===== config.mk =====
export PLATFORM = sky130hd
export DESIGN_NAME = uart_tx_fifo_flat
export DESIGN_NICKNAME = d
export VERILOG_FILES = /design/src/rtl/uart_pkg.sv /design/src/rtl/uart_tx_fifo_if.sv /design/src/rtl/uart_fifo_mem.sv /design/src/rtl/uart_tx_fifo.sv /design/src/flat_wrapper.sv
export SDC_FILE = /design/constraint.sdc
export NUM_CORES = 1
export LEC_CHECK = 0
export CAP_MARGIN = 10
export CORE_ASPECT_RATIO = 2
export CORE_MARGIN = 1
export CORE_UTILIZATION = 40
export DETAILED_ROUTE_END_ITERATION = 10
export SYNTH_ARGS = -nofsm -noshare
export SYNTH_HDL_FRONTEND = slang
export SYNTH_SLANG_ARGS = --single-unit

===== constraint.sdc =====
create_clock -name clk -period 3.1 [get_ports clk]
set_input_delay 0.93 -clock clk [delete_from_list [all_inputs] [get_ports clk]]
set_output_delay 0.93 -clock clk [all_outputs]
set_load 0.01 [all_outputs]

===== src/rtl/uart_pkg.sv =====
// uart_pkg: shared UART constants used by the TX FSM and the TX holding FIFO.
//   UART_DATA_W   default frame width (bits per byte sent)
//   TX_FIFO_DEPTH default TX holding buffer depth
//   cnt_w()       width of a level counter able to hold 0..depth
package uart_pkg;
  localparam int UART_DATA_W = 8;
  localparam int TX_FIFO_DEPTH = 8;
  function automatic int cnt_w(int depth);
    return $clog2(depth) + 1;
  endfunction
endpackage


===== src/rtl/uart_tx_fifo_if.sv =====
// uart_tx_fifo_if: system-side write port, status, and TX-FSM launch handshake of the TX FIFO.
//   master: drives wr_en, wr_data, clr_ovf, busy; observes full, empty, level, overflow, P_DATA, Data_Valid
//   slave : the FIFO itself, the mirror image
interface uart_tx_fifo_if
  import uart_pkg::*;
#(
  parameter int DATA_WIDTH = UART_DATA_W,
  parameter int DEPTH      = TX_FIFO_DEPTH
);
  localparam int CNT_W = cnt_w(DEPTH);
  logic                  wr_en;
  logic [DATA_WIDTH-1:0] wr_data;
  logic                  full;
  logic                  empty;
  logic [CNT_W-1:0]      level;
  logic                  overflow;
  logic                  clr_ovf;
  logic                  busy;
  logic [DATA_WIDTH-1:0] P_DATA;
  logic                  Data_Valid;
  modport master (
    output wr_en, wr_data, clr_ovf, busy,
    input  full, empty, level, overflow, P_DATA, Data_Valid
  );
  modport slave (
    input  wr_en, wr_data, clr_ovf, busy,
    output full, empty, level, overflow, P_DATA, Data_Valid
  );
endinterface


===== src/rtl/uart_fifo_mem.sv =====
// uart_fifo_mem: DEPTH x DATA_WIDTH storage, synchronous write, combinational read.
//   clk            write clock
//   we/waddr/wdata write port
//   raddr/rdata    asynchronous read port
module uart_fifo_mem #(
  parameter int DATA_WIDTH = 8,
  parameter int DEPTH      = 8
) (
  input  logic                     clk,
  input  logic                     we,
  input  logic [$clog2(DEPTH)-1:0] waddr,
  input  logic [DATA_WIDTH-1:0]    wdata,
  input  logic [$clog2(DEPTH)-1:0] raddr,
  output logic [DATA_WIDTH-1:0]    rdata
);
  logic [DATA_WIDTH-1:0] mem_q [DEPTH];
  always_ff @(posedge clk) if (we) mem_q[waddr] <= wdata;
  assign rdata = mem_q[raddr];
endmodule


===== src/rtl/uart_tx_fifo.sv =====
// uart_tx_fifo: TX holding buffer that launches one byte at a time into the UART TX FSM.
//   clk   rising-edge clock
//   reset asynchronous active-low reset
//   bus   slave side of uart_tx_fifo_if (write port, status, P_DATA/Data_Valid launch, busy)
module uart_tx_fifo
  import uart_pkg::*;
#(
  parameter int DATA_WIDTH = UART_DATA_W,
  parameter int DEPTH      = TX_FIFO_DEPTH
) (
  input logic           clk,
  input logic           reset,
  uart_tx_fifo_if.slave bus
);
  localparam int AW    = $clog2(DEPTH);
  localparam int CNT_W = cnt_w(DEPTH);
  logic [AW-1:0]         wr_ptr_q, wr_ptr_d, rd_ptr_q, rd_ptr_d;
  logic [CNT_W-1:0]      level_q, level_d;
  logic [DATA_WIDTH-1:0] p_data_q, p_data_d, rdata;
  logic                  dv_q, dv_d, ovf_q, ovf_d;
  logic                  full, empty, push, pop;
  uart_fifo_mem #(.DATA_WIDTH(DATA_WIDTH), .DEPTH(DEPTH)) u_mem (
    .clk   (clk),
    .we    (push),
    .waddr (wr_ptr_q),
    .wdata (bus.wr_data),
    .raddr (rd_ptr_q),
    .rdata (rdata)
  );
  // full/empty come from the registered level only, so a pop never frees
  // room for a write at the same edge and a fresh write is never popped at once.
  // Gating the launch on dv_q guarantees at least one idle cycle between pulses,
  // giving the FSM time to raise busy.
  always_comb begin
    full     = level_q == CNT_W'(DEPTH);
    empty    = level_q == '0;
    push     = bus.wr_en && !full;
    pop      = !empty && !bus.busy && !dv_q;
    wr_ptr_d = push ? wr_ptr_q + 1'b1 : wr_ptr_q;
    rd_ptr_d = pop ? rd_ptr_q + 1'b1 : rd_ptr_q;
    level_d  = level_q + CNT_W'(push) - CNT_W'(pop);
    p_data_d = pop ? rdata : p_data_q;
    dv_d     = pop;
    ovf_d    = (bus.wr_en && full) || (ovf_q && !bus.clr_ovf);
  end
  always_ff @(posedge clk or negedge reset) begin
    if (!reset) begin
      wr_ptr_q <= '0;
      rd_ptr_q <= '0;
      level_q  <= '0;
      p_data_q <= '0;
      dv_q     <= 1'b0;
      ovf_q    <= 1'b0;
    end else begin
      wr_ptr_q <= wr_ptr_d;
      rd_ptr_q <= rd_ptr_d;
      level_q  <= level_d;
      p_data_q <= p_data_d;
      dv_q     <= dv_d;
      ovf_q    <= ovf_d;
    end
  end
  assign bus.full       = full;
  assign bus.empty      = empty;
  assign bus.level      = level_q;
  assign bus.overflow   = ovf_q;
  assign bus.P_DATA     = p_data_q;
  assign bus.Data_Valid = dv_q;
endmodule

===== src/flat_wrapper.sv =====
// flat-port wrapper written by rule: the top's interface ports become plain ports
module uart_tx_fifo_flat import uart_pkg::*;
#(
  parameter int DATA_WIDTH = UART_DATA_W,
  parameter int DEPTH      = TX_FIFO_DEPTH
)
  (clk, reset, bus_wr_en, bus_wr_data, bus_clr_ovf, bus_busy, bus_full, bus_empty, bus_level, bus_overflow, bus_P_DATA, bus_Data_Valid);
  uart_tx_fifo_if #(.DATA_WIDTH(DATA_WIDTH), .DEPTH(DEPTH)) bus_i ();
  input logic clk;
  input logic reset;
  input wire logic [$bits(bus_i.wr_en)-1:0] bus_wr_en;
  input wire logic [$bits(bus_i.wr_data)-1:0] bus_wr_data;
  input wire logic [$bits(bus_i.clr_ovf)-1:0] bus_clr_ovf;
  input wire logic [$bits(bus_i.busy)-1:0] bus_busy;
  output wire logic [$bits(bus_i.full)-1:0] bus_full;
  output wire logic [$bits(bus_i.empty)-1:0] bus_empty;
  output wire logic [$bits(bus_i.level)-1:0] bus_level;
  output wire logic [$bits(bus_i.overflow)-1:0] bus_overflow;
  output wire logic [$bits(bus_i.P_DATA)-1:0] bus_P_DATA;
  output wire logic [$bits(bus_i.Data_Valid)-1:0] bus_Data_Valid;
  assign bus_i.wr_en = bus_wr_en;
  assign bus_i.wr_data = bus_wr_data;
  assign bus_i.clr_ovf = bus_clr_ovf;
  assign bus_i.busy = bus_busy;
  assign bus_full = bus_i.full;
  assign bus_empty = bus_i.empty;
  assign bus_level = bus_i.level;
  assign bus_overflow = bus_i.overflow;
  assign bus_P_DATA = bus_i.P_DATA;
  assign bus_Data_Valid = bus_i.Data_Valid;
  uart_tx_fifo #(.DATA_WIDTH(DATA_WIDTH), .DEPTH(DEPTH)) u_core (.clk(clk), .reset(reset), .bus(bus_i));
endmodule

==> results.json, run 1 <==
{
  "status": "finished, final reports clean",
  "num_vias": 1798,
  "synth_compound_gate_area_share_pct": 8.10,
  "syn_to_final_growth_pct": 20.3,
  "ant_nets": 0,
  "vias_per_cell": 5.01,
  "die_x_um": 67.9,
  "clock-sinks": 84,
  "grt_antenna_before_repair": 0,
  "async_flop_share_pct": 23.8,
  "clock_latency_ns": 0.33,
  "drv_slew": 0,
  "critPathMaxFanout": 11,
  "r2r-start": "u_core.bus.level[2]",
  "fillers": 750,
  "cap_violations": 0,
  "p_sw_uw": 1160,
  "die_area_um2": 9090,
  "grt_max_degree": 35,
  "p_int_uw": 2700,
  "initial_core_util_pct": 41.6,
  "synth_xor_xnor_area_share_pct": 1.51,
  "boundaryPins": 29,
  "syn-num-nets": 235,
  "yosys-top-cells-area": "edfxtp_1, dfrtp_1, mux2_2",
  "clock_skew_ns": 0.00647,
  "synth_enable_flop_cells": 64,
  "cts_root_buf": "clkbuf_16",
  "cts_buffers": 9,
  "hold_buffers": 0,
  "nets": 278,
  "drt_drc_violations_left": 0,
  "worstSetupStartpointType": "flip-flop",
  "syn_area_per_cell_um2": 16.3,
  "power.density_nw_per_um2": 925,
  "syn_inst": 213,
  "holdPathEnd": "u_core.bus.overflow",
  "synth-adder-area-share_pct": 3.46,
  "ff_latch_area_um2": 2420,
  "clkPwrFrac_pct": 24.1,
  "r2r-end": "u_core.bus.level[2]",
  "period_share_pct": 91.5,
  "yosys.area.top_type": "edfxtp_1",
  "synthTopCellsByCount": "edfxtp_1, dfrtp_1, mux2_2, mux2i_1, inv_1",
  "critical_path_class": "flip-flop to primary output",
  "tns_ns": 0,
  "first_global_vias": 1904,
  "dp_hpwl_um": 4280,
  "grt_pass1_wl_um": 9780,
  "cts.htree.levels": 3,
  "cts_tree": "built",
  "grt-ovfl-total": 0,
  "leakage_uw": 0.00159,
  "rsz0062_at_grt": "no",
  "die_y_um": 134,
  "synth-simple-area-share_pct": 3.71,
  "clockBufferDepth": 2,
  "cts.clk_slew.worst_paths_ns": 0.05,
  "finalSetupViolations": 0,
  "multi_input_area_um2": 946,
  "p_comb_share_pct": 34.3,
  "wire_per_inst_um": 16.3,
  "routed_wl_um": 5860,
  "ys_seq_area_share_pct": 69.7,
  "end_kind": "primary output",
  "core-area_um2": 8350,
  "gp_congestion": 0.733,
  "final_layout_size_suffix_gt1_share_pct": 19.9,
  "muxShareOfSynthArea_pct": 10.4,
  "fin_crit_ns": 2.84,
  "whs_path_depth": 1,
  "synth-seq-cells": 84,
  "power_frac_seq_pct": 41.7,
  "synth_cell_types": 31,
  "synth_ff_type": "edfxtp_1",
  "rows": 47,
  "yosys_warnings": 0,
  "hp-start": "u_core.bus.overflow",
  "synth_top_area_share_pct": 55.3,
  "rrSetupSlack_ns": 0.70,
  "worst_pin_slew_ns": 0.651,
  "slew_headroom_pct": 56.5,
  "first_iter_violations": 88,
  "crit_arrival_ns": 1.91,
  "drt_first_pass_iters": 4,
  "port_buffers": 28,
  "fin_hold_ws_ns": 0.511,
  "track_usage_pct": 15.5,
  "hold_viol_final": 0,
  "min_path_type": "flip-flop to flip-flop",
  "synth_top_family_by_area": "multiplexers",
  "diodes": 0,
  "yosysMostFrequentCell": "edfxtp_1",
  "reg2reg_depth": 12,
  "max_freq_mhz": 353,
  "netlist_area_um2": 3470,
  "p_sw_share_pct": 30.1,
  "ir_drop_mv": 0.419,
  "critPathRequiredTime_ns": 2.17
}
[through the flow]
step | std cells | total power (uW) | area, um^2 | utilization [%] | setup WS [ns]
after global routing | 359 | 4110 | 4180 | 50.0 | 0.143
after detailed placement | 343 | 2980 | 3910 | 46.9 | 0.106
after global placement | 343 | 2960 | 3910 | 46.9 | 0.100
after floorplan | 213 | 2540 | 3470 | - | 0.340
after CTS | 359 | 3920 | 4180 | 50.0 | 0.0492
final | 359 | 3860 | 4180 | 50.0 | 0.265
[registers in the layout (all words and copies together), names as in the netlist]
register,cells
u_core.bus.Data_Valid,1
u_core.rd_ptr_q,3
u_core.u_mem.mem_q,64
u_core.bus.P_DATA,8
u_core.wr_ptr_q,3
u_core.bus.overflow,1
u_core.bus.level,4
[layout by cell type (no fill, tap or decap), types with 3 or more instances in the layout]
cell type,n
clkinv_1,3
nor2_1,7
nand2_1,3
dfrtp_1,20
o21ai_0,8
nand2b_1,3
o22ai_1,8
xnor2_1,4
mux2_2,18
inv_1,12
a22o_1,9
edfxtp_1,64
mux2i_1,16
o31ai_2,8
ha_1,8
clkbuf_16,9
buf_4,13
clkdlybuf4s50_1,27
[routing by layer]
metal / vias to the layer above / routed length [um] / global-route usage (%)
met3: 11 / 180 / 4.00
met5: - / 0 / 0
met1: 870 / 2150 / 17.1
met4: 0 / 128 / 7.87
met2: 28 / 3410 / 26.4
li1: 889 / - / -
[cell type report]
type / instances / area share (%)
clock buffers: 12 / 5.90
clock inverters: 4 / 0.389
inverters: 12 / 1.08
multi-input cells: 108 / 22.6
flip-flops and latches: 84 / 58.0
well taps: 98 / 2.93
repair buffers: 41 / 9.10
[kinds of logic after synthesis]
logic type               Yosys count
adder cells (fa/ha/maj)            9
multiplexers                      34
buffers and inverters             21
flip-flops                        84
XOR/XNOR                           6
AO/OA/AOI/OAI                     35
AND/OR/NAND/NOR                   24
[worst max-delay path by stage]
stage	start	to	cells after the start	slack, ns
finish	u_core.bus.level[2]	bus_empty	5	0.26
global route	u_core.bus.level[2]	bus_empty	5	0.14
CTS	u_core.bus.level[2]	bus_full	5	0.05
detailed placement	bus_busy	u_core.bus.level[2]	10	0.11
global placement	bus_busy	u_core.bus.level[2]	10	0.10
floorplan	bus_busy	u_core.bus.level[2]	11	0.34
[power groups by stage]
stage               Combinational (uW)  Sequential [uW]  Clock [uW]
floorplan                          886             1650           0
global placement                  1340             1620           0
detailed placement                1350             1630           0
CTS                               1360             1610         951
global route                      1470             1640         997
finish                            1320             1610         931
[worst max-delay path: stages, from the launching register on]
cell and delay [ns]:
dfrtp_1 0.37, inv_1 0.12, ha_1 0.15, nor3b_1 0.17, buf_4 0.21, clkdlybuf4s50_1 0.55
[repair_timing]
item | in CTS | in global routing
endpoints found under the setup margin | 0 | 1
buffers inserted | 0 | 0
gates resized for setup | 0 | 1
Note: power is estimated with default switching activity, not from simulation.
==> run 2, diff against run 1 <==
Settings changed: CTS_CLUSTER_SIZE set to 20.
==> results of run 2 <==
The final DEF is identical to that of run 1; final timing and power are the same.
==> run 3, diff against run 2 <==
Settings changed: SLEW_MARGIN set to 25.
==> results of run 3 <==
The final DEF is identical to that of run 1; final timing and power are the same.
